===== src/rtl/uart_tx_pkg.sv =====
// Shared frame-format settings for the UART transmit and receive paths.
package uart_tx_pkg;

    typedef struct packed {
        logic [3:0] data_len;     // data bits per frame, 5..8
        logic [1:0] stop_len;     // stop bits per frame, 1..2
        logic       parity_en;    // append a parity bit after the data
        logic       parity_even;  // 1: even parity, 0: odd parity
    } uart_config;

endpackage


===== src/rtl/uart_tx_if.sv =====
// Host-side byte handshake into the UART transmitter.
interface uart_tx_if;

    logic [7:0] tdr;
    logic       valid_tx;
    logic       ready_tx;

    modport master (output tdr, output valid_tx, input ready_tx);
    modport slave  (input tdr, input valid_tx, output ready_tx);

endinterface


===== src/rtl/uart_tx.sv =====
// UART frame serializer: start bit, 5..8 data bits LSB first, optional parity,
// 1..2 stop bits, bit timing from the baud generator's oversample pulse.
module uart_tx
    import uart_tx_pkg::*;
(
    input  logic       clk,
    input  logic       rstn,
    input  logic       pls_tx,
    input  uart_config ucfg,
    input  logic [4:0] osm,
    uart_tx_if.slave   host,
    output logic       uart_txd,
    output logic       busy_tx,
    output logic       en_txcnt,
    output logic       done_tx
);

    localparam int unsigned TICK_W = 5;
    localparam int unsigned BIT_W  = 3;
    localparam int unsigned DLEN_W = 4;
    localparam int unsigned SLEN_W = 2;
    localparam int unsigned BYTE_W = 8;

    typedef enum logic [2:0] {
        S_IDLE   = 3'd0,
        S_START  = 3'd1,
        S_DATA   = 3'd2,
        S_PARITY = 3'd3,
        S_STOP   = 3'd4
    } state_t;

    state_t              state;
    logic [BYTE_W-1:0]   tsr;
    logic [TICK_W-1:0]   tick_cnt;
    logic [BIT_W-1:0]    bitcnt;
    logic [TICK_W-1:0]   osm_s;
    logic [DLEN_W-1:0]   data_len_s;
    logic [SLEN_W-1:0]   stop_len_s;
    logic                parity_en_s;
    logic                parity_even_s;
    logic                ready_r;

    logic [TICK_W-1:0]   osm_c;
    logic [DLEN_W-1:0]   data_len_c;
    logic [SLEN_W-1:0]   stop_len_c;
    logic [BYTE_W-1:0]   mask_c;
    logic                par_c;
    logic                bit_end_c;
    logic                last_data_c;
    logic                last_stop_c;
    logic [BIT_W-1:0]    next_bit_c;

    assign host.ready_tx = ready_r;
    assign en_txcnt      = busy_tx;

    // Clamp illegal frame settings before they are snapshotted on accept.
    always_comb begin
        osm_c      = osm;
        data_len_c = ucfg.data_len;
        stop_len_c = ucfg.stop_len;
        if (osm == TICK_W'(0))
            osm_c = TICK_W'(1);
        if (ucfg.data_len < DLEN_W'(5))
            data_len_c = DLEN_W'(5);
        else if (ucfg.data_len > DLEN_W'(8))
            data_len_c = DLEN_W'(8);
        if (ucfg.stop_len == SLEN_W'(0))
            stop_len_c = SLEN_W'(1);
        else if (ucfg.stop_len > SLEN_W'(2))
            stop_len_c = SLEN_W'(2);
    end

    // Bit-end strobe, parity over the active data bits and bit-count limits.
    always_comb begin
        mask_c      = BYTE_W'(8'hFF) >> (DLEN_W'(8) - data_len_s);
        par_c       = (^(tsr & mask_c)) ^ ~parity_even_s;
        bit_end_c   = (state != S_IDLE) && pls_tx && (tick_cnt == osm_s - TICK_W'(1));
        last_data_c = (bitcnt == BIT_W'(data_len_s - DLEN_W'(1)));
        last_stop_c = (bitcnt == BIT_W'(stop_len_s - SLEN_W'(1)));
        next_bit_c  = bitcnt + BIT_W'(1);
    end

    // Frame sequencer; the line register is loaded with the next state's bit value.
    always_ff @(posedge clk or negedge rstn) begin
        if (!rstn) begin
            state         <= S_IDLE;
            tsr           <= '0;
            tick_cnt      <= '0;
            bitcnt        <= '0;
            osm_s         <= TICK_W'(1);
            data_len_s    <= DLEN_W'(8);
            stop_len_s    <= SLEN_W'(1);
            parity_en_s   <= 1'b0;
            parity_even_s <= 1'b0;
            ready_r       <= 1'b1;
            busy_tx       <= 1'b0;
            done_tx       <= 1'b0;
            uart_txd      <= 1'b1;
        end else begin
            done_tx <= 1'b0;

            if ((state != S_IDLE) && pls_tx)
                tick_cnt <= (tick_cnt == osm_s - TICK_W'(1)) ? TICK_W'(0) : tick_cnt + TICK_W'(1);

            case (state)
                S_IDLE: begin
                    if (host.valid_tx && ready_r) begin
                        tsr           <= host.tdr;
                        osm_s         <= osm_c;
                        data_len_s    <= data_len_c;
                        stop_len_s    <= stop_len_c;
                        parity_en_s   <= ucfg.parity_en;
                        parity_even_s <= ucfg.parity_even;
                        tick_cnt      <= '0;
                        bitcnt        <= '0;
                        state         <= S_START;
                        uart_txd      <= 1'b0;
                        ready_r       <= 1'b0;
                        busy_tx       <= 1'b1;
                    end
                end
                S_START: begin
                    if (bit_end_c) begin
                        state    <= S_DATA;
                        bitcnt   <= '0;
                        uart_txd <= tsr[0];
                    end
                end
                S_DATA: begin
                    if (bit_end_c) begin
                        if (last_data_c) begin
                            bitcnt <= '0;
                            if (parity_en_s) begin
                                state    <= S_PARITY;
                                uart_txd <= par_c;
                            end else begin
                                state    <= S_STOP;
                                uart_txd <= 1'b1;
                            end
                        end else begin
                            bitcnt   <= next_bit_c;
                            uart_txd <= tsr[next_bit_c];
                        end
                    end
                end
                S_PARITY: begin
                    if (bit_end_c) begin
                        state    <= S_STOP;
                        bitcnt   <= '0;
                        uart_txd <= 1'b1;
                    end
                end
                S_STOP: begin
                    if (bit_end_c) begin
                        if (last_stop_c) begin
                            state   <= S_IDLE;
                            done_tx <= 1'b1;
                            ready_r <= 1'b1;
                            busy_tx <= 1'b0;
                        end else begin
                            bitcnt <= next_bit_c;
                        end
                        uart_txd <= 1'b1;
                    end
                end
                default: begin
                    state    <= S_IDLE;
                    uart_txd <= 1'b1;
                    ready_r  <= 1'b1;
                    busy_tx  <= 1'b0;
                end
            endcase
        end
    end

endmodule


===== src/flat_wrapper.sv =====
// flat-port wrapper written by rule: the top's interface ports become plain ports
module uart_tx_flat import uart_tx_pkg::*;
  (clk, rstn, pls_tx, ucfg, osm, uart_txd, busy_tx, en_txcnt, done_tx, host_tdr, host_valid_tx, host_ready_tx);
  uart_tx_if host_i ();
  input  logic clk;
  input  logic rstn;
  input  logic pls_tx;
  input  uart_config ucfg;
  input  logic [4:0] osm;
  output logic uart_txd;
  output logic busy_tx;
  output logic en_txcnt;
  output logic done_tx;
  input wire logic [$bits(host_i.tdr)-1:0] host_tdr;
  input wire logic [$bits(host_i.valid_tx)-1:0] host_valid_tx;
  output wire logic [$bits(host_i.ready_tx)-1:0] host_ready_tx;
  assign host_i.tdr = host_tdr;
  assign host_i.valid_tx = host_valid_tx;
  assign host_ready_tx = host_i.ready_tx;
  uart_tx u_core (.clk(clk), .rstn(rstn), .pls_tx(pls_tx), .ucfg(ucfg), .osm(osm), .host(host_i), .uart_txd(uart_txd), .busy_tx(busy_tx), .en_txcnt(en_txcnt), .done_tx(done_tx));
endmodule

===== config.mk =====
export PLATFORM = sky130hd
export DESIGN_NAME = uart_tx_flat
export DESIGN_NICKNAME = d
export VERILOG_FILES = /design/src/rtl/uart_tx_pkg.sv /design/src/rtl/uart_tx_if.sv /design/src/rtl/uart_tx.sv /design/src/flat_wrapper.sv
export SDC_FILE = /design/constraint.sdc
export NUM_CORES = 1
export LEC_CHECK = 0
export ABC_AREA = 1
export CELL_PAD_IN_SITES_DETAIL_PLACEMENT = 1
export CELL_PAD_IN_SITES_GLOBAL_PLACEMENT = 1
export CORE_MARGIN = 2
export CORE_UTILIZATION = 43
export DETAILED_ROUTE_END_ITERATION = 10
export GPL_TIMING_DRIVEN = 1
export PLACE_DENSITY = 0.95
export SETUP_SLACK_MARGIN = 0.02
export SLEW_MARGIN = 15
export SYNTH_ARGS = -nofsm -noshare
export SYNTH_HDL_FRONTEND = slang
export SYNTH_SLANG_ARGS = --single-unit
export TNS_END_PERCENT = 5

===== constraint.sdc =====
create_clock -name clk -period 3.5 [get_ports clk]
set_clock_uncertainty 0.15 [all_clocks]
set_input_delay 0.875 -clock clk [delete_from_list [all_inputs] [get_ports clk]]
set_output_delay 0.875 -clock clk [all_outputs]
set_load 0.05 [all_outputs]

==> results of run 1 <==
cell usage after synthesis (all sizes together):
cell type / n / area share
xor2: 11 / 0.045
ha: 7 / 0.041
nand2: 93 / 0.17
o21bai: 1 / 0.0035
o41ai: 1 / 0.0041
dfstp: 5 / 0.061
inv: 39 / 0.068
o22ai: 1 / 0.0029
xnor2: 7 / 0.029
nand3b: 1 / 0.0035
nand3: 13 / 0.030
a21oi: 11 / 0.026
o31ai: 1 / 0.0099
dfrtp: 31 / 0.36
buf: 5 / 0.015
nor2: 26 / 0.051
nand4: 3 / 0.0088
o21ai: 18 / 0.047
o211ai: 2 / 0.0070
clkbuf: 1 / 0.0017
nor3: 4 / 0.0093
o21a: 1 / 0.0035
metrics by stage:
stage | total power, mW | hold slack, ps | utilization | setup slack (ps)
after floorplan | 1.84 | 312 | - | 1450
after global placement | 2.08 | 327 | 0.523 | 1050
after detailed placement | 2.19 | 353 | 0.523 | 987
after CTS | 2.52 | 356 | 0.542 | 826
after global routing | 2.76 | 393 | 0.542 | 794
final | 2.50 | 352 | 0.542 | 833
kinds of logic (layout without fill, tap and decap cells):
| logic type | after synthesis | count (layout) | share of synthesized area |
|---|---|---|---|
| AOI/OAI and AO/OA | 36 | 36 | 0.104 |
| xor gates and xnor gates | 18 | 18 | 0.0736 |
| buffers and inverters | 45 | 77 | 0.0852 |
| and+or+nand+nor | 140 | 140 | 0.273 |
| DFF | 36 | 36 | 0.423 |
| adders and majority gates | 7 | 7 | 0.0409 |
worst max path at each step:
stage | startpoint | endpoint | slack [ps] | depth (start not counted)
after floorplan | u_core.osm_s[0] | u_core.bitcnt[2] | 1450 | 12
after global placement | host_valid_tx | u_core.bitcnt[2] | 1050 | 9
after detailed placement | host_valid_tx | u_core.bitcnt[2] | 990 | 9
after CTS | u_core.host.ready_tx | host_ready_tx | 830 | 1
after global routing | u_core.host.ready_tx | host_ready_tx | 790 | 1
final | u_core.host.ready_tx | host_ready_tx | 830 | 1
state kept, by name (all words and copies together) (netlist names):
name                  cells
u_core.state              3
u_core.osm_s              5
u_core.uart_txd           1
u_core.data_len_s         4
u_core.parity_even_s      1
u_core.busy_tx            1
u_core.tick_cnt           5
u_core.host.ready_tx      1
u_core.parity_en_s        1
u_core.done_tx            1
u_core.stop_len_s         2
u_core.tsr                8
u_core.bitcnt             3
layout make-up:
type	count	area [um2]
fill	606	2180
multi-input combinational	201	1050
sequential	36	907
timing repair buffer	30	295
inverter	39	146
tap	67	83.8
clock buffer	6	82.6
clock inverter	2	10.0
power by group through the flow:
| stage | Sequential [mW] | Combinational, mW | Clock, mW |
|---|---|---|---|
| CTS | 0.790 | 1.41 | 0.323 |
| detailed placement | 0.795 | 1.39 | 0 |
| global route | 0.820 | 1.60 | 0.340 |
| floorplan | 0.796 | 1.04 | 0 |
| finish | 0.791 | 1.39 | 0.317 |
| global placement | 0.780 | 1.30 | 0 |
per-layer routing:
layer	up-vias	track usage
met5	-	0
met4	0	0.0714
met3	9	0.0461
met2	34	0.393
met1	913	0.267
li1	940	-
==> flow_summary_export.csv, run 1 <==
group,metric,value,unit
floorplanning,die-area,5570,um2
run,drv_cap,0,
final_layout,fin_nets,345,
final_layout,final_cell_mix,"91 x nand2_1, 37 x inv_1, 31 x dfrtp_1",
drt,dr.max_layer_used,"met4",
worst_hold_path,holdPathStages,2,
clock_network,hold_buffers,0,
final_layout,stdcell_count,381,
critical_path,crit_chain,"clkdlybuf4s50_1",
yosys,yosysWarnings,0,
critical_path,crit_path_top_delay_cell,"clkdlybuf4s50_1",
clock_network,cts_tree,"done",
sta,worst_pin_slew,497,ps
clock_network,cts_buffer_depth,2,
power_and_ir_drop,p_int,1.30,mW
sta,fin_crit_sh,0.762,
sta,setup_violations,0,
critical_path,critPathKind,"reg -> out",
drt,drt_iter0_markers,67,
drt,drcViolationCount,0,
worst_hold_path,min_from,"u_core.host.ready_tx",
clock_network,cts_root_buf,"clkbuf_8",
drt,dr_wl_met2,2740,um
floorplanning,start_util,0.451,
drt,dr.pass1.iters,4,
floorplanning,io_pins,30,
floorplanning,rows,25,
drt,drt.antenna.violating_nets,0,
place,gp_congestion,0.812,
place,io_buffer_count,28,
critical_path,arrival,1640,ps
worst_hold_path,whs_endpoint,"u_core.host.ready_tx",
clock_network,clkLatencyLatePin,300,ps
power_and_ir_drop,vdd_drop_max,0.356,mV
drt,post_drt_wl_per_cell,13.8,um
clock_network,cts-htree-levels,2,
clock_network,post_cts_buffers,0,
power_and_ir_drop,power_density,970,nW/um2
global_route,grt_first_pass_wirelength,9270,um
place,place_inst,373,
sta,report.final.slew_viol_count,0,
drt,wl_met1,2290,um
critical_path,end_kind,"output port",
global_route,grtUsageTotal,0.221,
floorplanning,dieWidth,74.6,um
sta,maxSlewHeadroom,0.667,
final_layout,postLayoutCellArea,2580,um2
clock_network,post_cts_resized,0,
drt,met3_length,153,um
place,dp_hpwl,3990,um
floorplanning,core_area,4750,um2
critical_path,cp_max_fo,3,
critical_path,cp.required,2470,ps
critical_path,path_buf_inv,1,
run_status,status,"finished, final reports clean",
power_and_ir_drop,p_sw,1.20,mW
global_route,grt_start_max_net_pins,37,
final_layout,final_common_cell,"nand2_1",
drt,via_count,1896,
sta,hold_violations,0,
critical_path,regToRegEndpoint,"u_core.busy_tx",
critical_path,r2r_cells,11,
critical_path,slowest_delay,800,ps
drt,wl,5270,um
clock_network,path_clk_slew,80,ps
yosys,yosysUniqueCellTypes,28,
final_layout,layout-drive-gt1-share,0.0764,
yosys,syn_nets,314,
power_and_ir_drop,p_leak,1.27,nW
final_layout,syn_to_final_growth,20.3,%
critical_path,critPathLaunchType,"register",
floorplanning,die_height,74.6,um
power_and_ir_drop,p_clk_frac,0.127,
yosys,postSynthCellCount,282,
global_route,grt_overflow,0,
critical_path,critPathTopFamily,"buffers and inverters",
worst_hold_path,hp-class,"reg -> reg",
power_and_ir_drop,p_comb_frac,0.557,
yosys,netlist_area,2140,um2
drt,drt-vias-per-instance,4.98,
global_route,grt_pass1_vias,2016,
yosys,ys_seq_elements,36,
place,placed_cell_area,2490,um2
yosys,synth_seq_area_share,0.423,
power_and_ir_drop,swShare,0.480,
power_and_ir_drop,power.share.sequential,0.316,
critical_path,r2r_setup_slack,1130,ps
sta,rsz0062_at_grt,"false",
sta,min_period,2670,ps
global_route,antenna_found_initial,0,
critical_path,reg2reg_from,"u_core.osm_s[0]",
clock_network,cts_made_buffers,5,
clock_network,clkSinkCount,36,
yosys,syn_avg_cell_area,7.60,um2
sta,fmax,0.375,GHz
sta,fin_tns_setup,0,ps
final_layout,n_antenna_cell,0,
(Power assumes the default switching activity.)
==> run 2: changes to the inputs <==
--- a/config.mk
+++ b/config.mk
@@ -9,10 +9,10 @@
 export CELL_PAD_IN_SITES_DETAIL_PLACEMENT = 1
 export CELL_PAD_IN_SITES_GLOBAL_PLACEMENT = 1
 export CORE_MARGIN = 2
-export CORE_UTILIZATION = 43
+export CORE_UTILIZATION = 40
 export DETAILED_ROUTE_END_ITERATION = 10
 export GPL_TIMING_DRIVEN = 1
-export PLACE_DENSITY = 0.95
+export PLACE_DENSITY = 0.9
 export SETUP_SLACK_MARGIN = 0.02
 export SLEW_MARGIN = 15
 export SYNTH_ARGS = -nofsm -noshare
==> constraint.sdc (replaced) <==
create_clock -name clk -period 2.65 [get_ports clk]
set_clock_uncertainty 0.15 [all_clocks]
set_input_delay 0.6625 -clock clk [delete_from_list [all_inputs] [get_ports clk]]
set_output_delay 0.6625 -clock clk [all_outputs]
set_load 0.05 [all_outputs]
==> flow_summary_export.csv, run 2 (synthesis gave the netlist of run 1 again) <==
group,metric,value,unit
global_route,grt_overflow,0,
critical_path,critPathTopFamily,"buffers and inverters",
critical_path,slowest_delay,800,ps
sta,maxSlewHeadroom,0.663,
clock_network,post_cts_buffers,0,
final_layout,n_antenna_cell,0,
final_layout,fin_nets,345,
final_layout,multi_input_area,1060,um2
critical_path,crit_path_top_delay_cell,"clkdlybuf4s50_1",
worst_hold_path,holdPathStages,2,
drt,post_drt_wl_per_cell,13.3,um
final_layout,seqCellArea,907,um2
power_and_ir_drop,p_clk_frac,0.127,
floorplanning,die_height,77.2,um
drt,drcViolationCount,0,
run_status,status,"finished, final reports clean",
place,dp_hpwl,3770,um
drt,drt.antenna.violating_nets,0,
floorplanning,start_util,0.417,
critical_path,path_buf_inv,1,
floorplanning,die-area,5960,um2
power_and_ir_drop,p_int,1.72,mW
global_route,grt_start_max_net_pins,37,
clock_network,cts_made_buffers,5,
power_and_ir_drop,swShare,0.475,
power_and_ir_drop,totalPowerFinal,3.28,mW
place,post-place-ws,353,ps
final_layout,final_common_cell,"nand2_1",
clock_network,post_cts_resized,0,
critical_path,r2r_cells,12,
sta,worst_pin_slew,503,ps
final_layout,stdcell_count,384,
floorplanning,core_area,5140,um2
sta,rsz0062_at_grt,"false",
place,place_inst,376,
drt,drt_iter0_markers,45,
floorplanning,dieWidth,77.2,um
final_layout,fin_util,0.502,
critical_path,critPathLaunchType,"register",
drt,dr.pass1.iters,4,
worst_hold_path,min_from,"u_core.busy_tx",
final_layout,postLayoutCellArea,2580,um2
critical_path,r2r_setup_slack,360,ps
critical_path,end_kind,"output port",
clock_network,cts_root_buf,"clkbuf_8",
clock_network,clkLatencyLatePin,290,ps
critical_path,arrival,1640,ps
final_layout,fillers,682,
global_route,grt_pass1_vias,1969,
critical_path,reg2reg_from,"u_core.osm_s[0]",
final_layout,largest_register,"u_core.tsr",
final_layout,largest_reg_flops,8,
sta,fin_crit_sh,0.927,
floorplanning,io_pins,30,
worst_hold_path,hp-class,"reg -> reg",
clock_network,cts_tree,"done",
power_and_ir_drop,p_comb_frac,0.555,
final_layout,final_cell_mix,"91 x nand2_1, 37 x inv_1, 31 x dfrtp_1",
final_layout,layout-drive-gt1-share,0.0732,
sta,report.final.slew_viol_count,0,
place,io_buffer_count,28,
critical_path,critPathKind,"reg -> out",
critical_path,cp.required,1840,ps
sta,setup_violations,0,
clock_network,cts_buffer_depth,2,
drt,via_count,1857,
global_route,antenna_found_initial,0,
sta,worst_slack,194,ps
worst_hold_path,whs_endpoint,"u_core.busy_tx",
drt,drt-vias-per-instance,4.84,
sta,min_period,2460,ps
power_and_ir_drop,vdd_drop_max,0.478,mV
place,placed_cell_area,2490,um2
clock_network,path_clk_slew,70,ps
critical_path,cp_max_fo,3,
clock_network,hold_buffers,0,
floorplanning,rows,26,
sta,fmax,0.407,GHz
clock_network,cts-htree-levels,2,
global_route,grt_first_pass_wirelength,8830,um
run,drv_cap,0,
critical_path,crit_chain,"clkdlybuf4s50_1",
critical_path,cp-startpoint,"u_core.host.ready_tx",
sta,fin_tns_setup,0,ps
final_layout,largest_registers,"u_core.tsr: 8 flops, u_core.osm_s: 5 flops, u_core.tick_cnt: 5 flops",
place,gp_congestion,0.787,
power_and_ir_drop,power_density,1270,nW/um2
sta,hold_violations,0,
clock_network,clkSinkCount,36,
power_and_ir_drop,p_sw,1.56,mW
global_route,grtUsageTotal,0.184,
power_and_ir_drop,power.share.sequential,0.317,
final_layout,syn_to_final_growth,20.5,%
power_and_ir_drop,p_leak,1.27,nW
sta,whs,352,ps
drt,wl,5110,um
critical_path,regToRegEndpoint,"u_core.bitcnt[1]",
[run 2: changes by cell type in the layout (fill, tap and decap cells not counted), sizes merged]
cell / change
clkinv: -2
clkbuf: +2
[run 2: worst register-to-register path, stage by stage, from the launching register on]
cell	delay (ps)
dfstp_2	530
inv_1	80
ha_1	230
xnor2_1	210
xor2_1	160
nand4_1	120
nor2_2	170
inv_2	80
o31ai_4	110
o21ai_4	140
nor2_4	120
nand2_1	70
nand2_1	60
[run 2: worst max-delay path by stage]
stage                                   to  cells after the start
after floorplan           u_core.bitcnt[2]                     12
after detailed placement  u_core.bitcnt[2]                     12
after global routing      u_core.bitcnt[2]                     12
after global placement    u_core.bitcnt[2]                      9
final                        host_ready_tx                      1
after CTS                    host_ready_tx                      1
[run 2: metal layers]
metal / part of all wire / routed length (um) / track usage / vias up
met1: 0.46 / 2330 / 0.222 / 885
met4: 0.014 / 74 / 0.0661 / 0
met5: 0 / 0 / 0 / -
met2: 0.50 / 2530 / 0.323 / 25
li1: - / - / - / 939
met3: 0.034 / 175 / 0.0388 / 8
[run 2: final cells by class]
class                   instances  area share
multi-input cells             201       0.409
flip-flops and latches         36       0.351
repair buffers                 30       0.114
inverters                      39      0.0567
clock buffers                   8      0.0349
well taps                      70      0.0339
[run 2: power by group through the flow]
| stage | clock (mW) | combinational [mW] | sequential [mW] |
|---|---|---|---|
| 2_1_floorplan | 0 | 1.37 | 1.05 |
| 3_3_place_gp | 0 | 1.72 | 1.03 |
| 3_5_place_dp | 0 | 1.81 | 1.05 |
| 4_1_cts | 0.429 | 1.85 | 1.04 |
| 5_1_grt | 0.448 | 2.07 | 1.07 |
| 6_report | 0.418 | 1.82 | 1.04 |
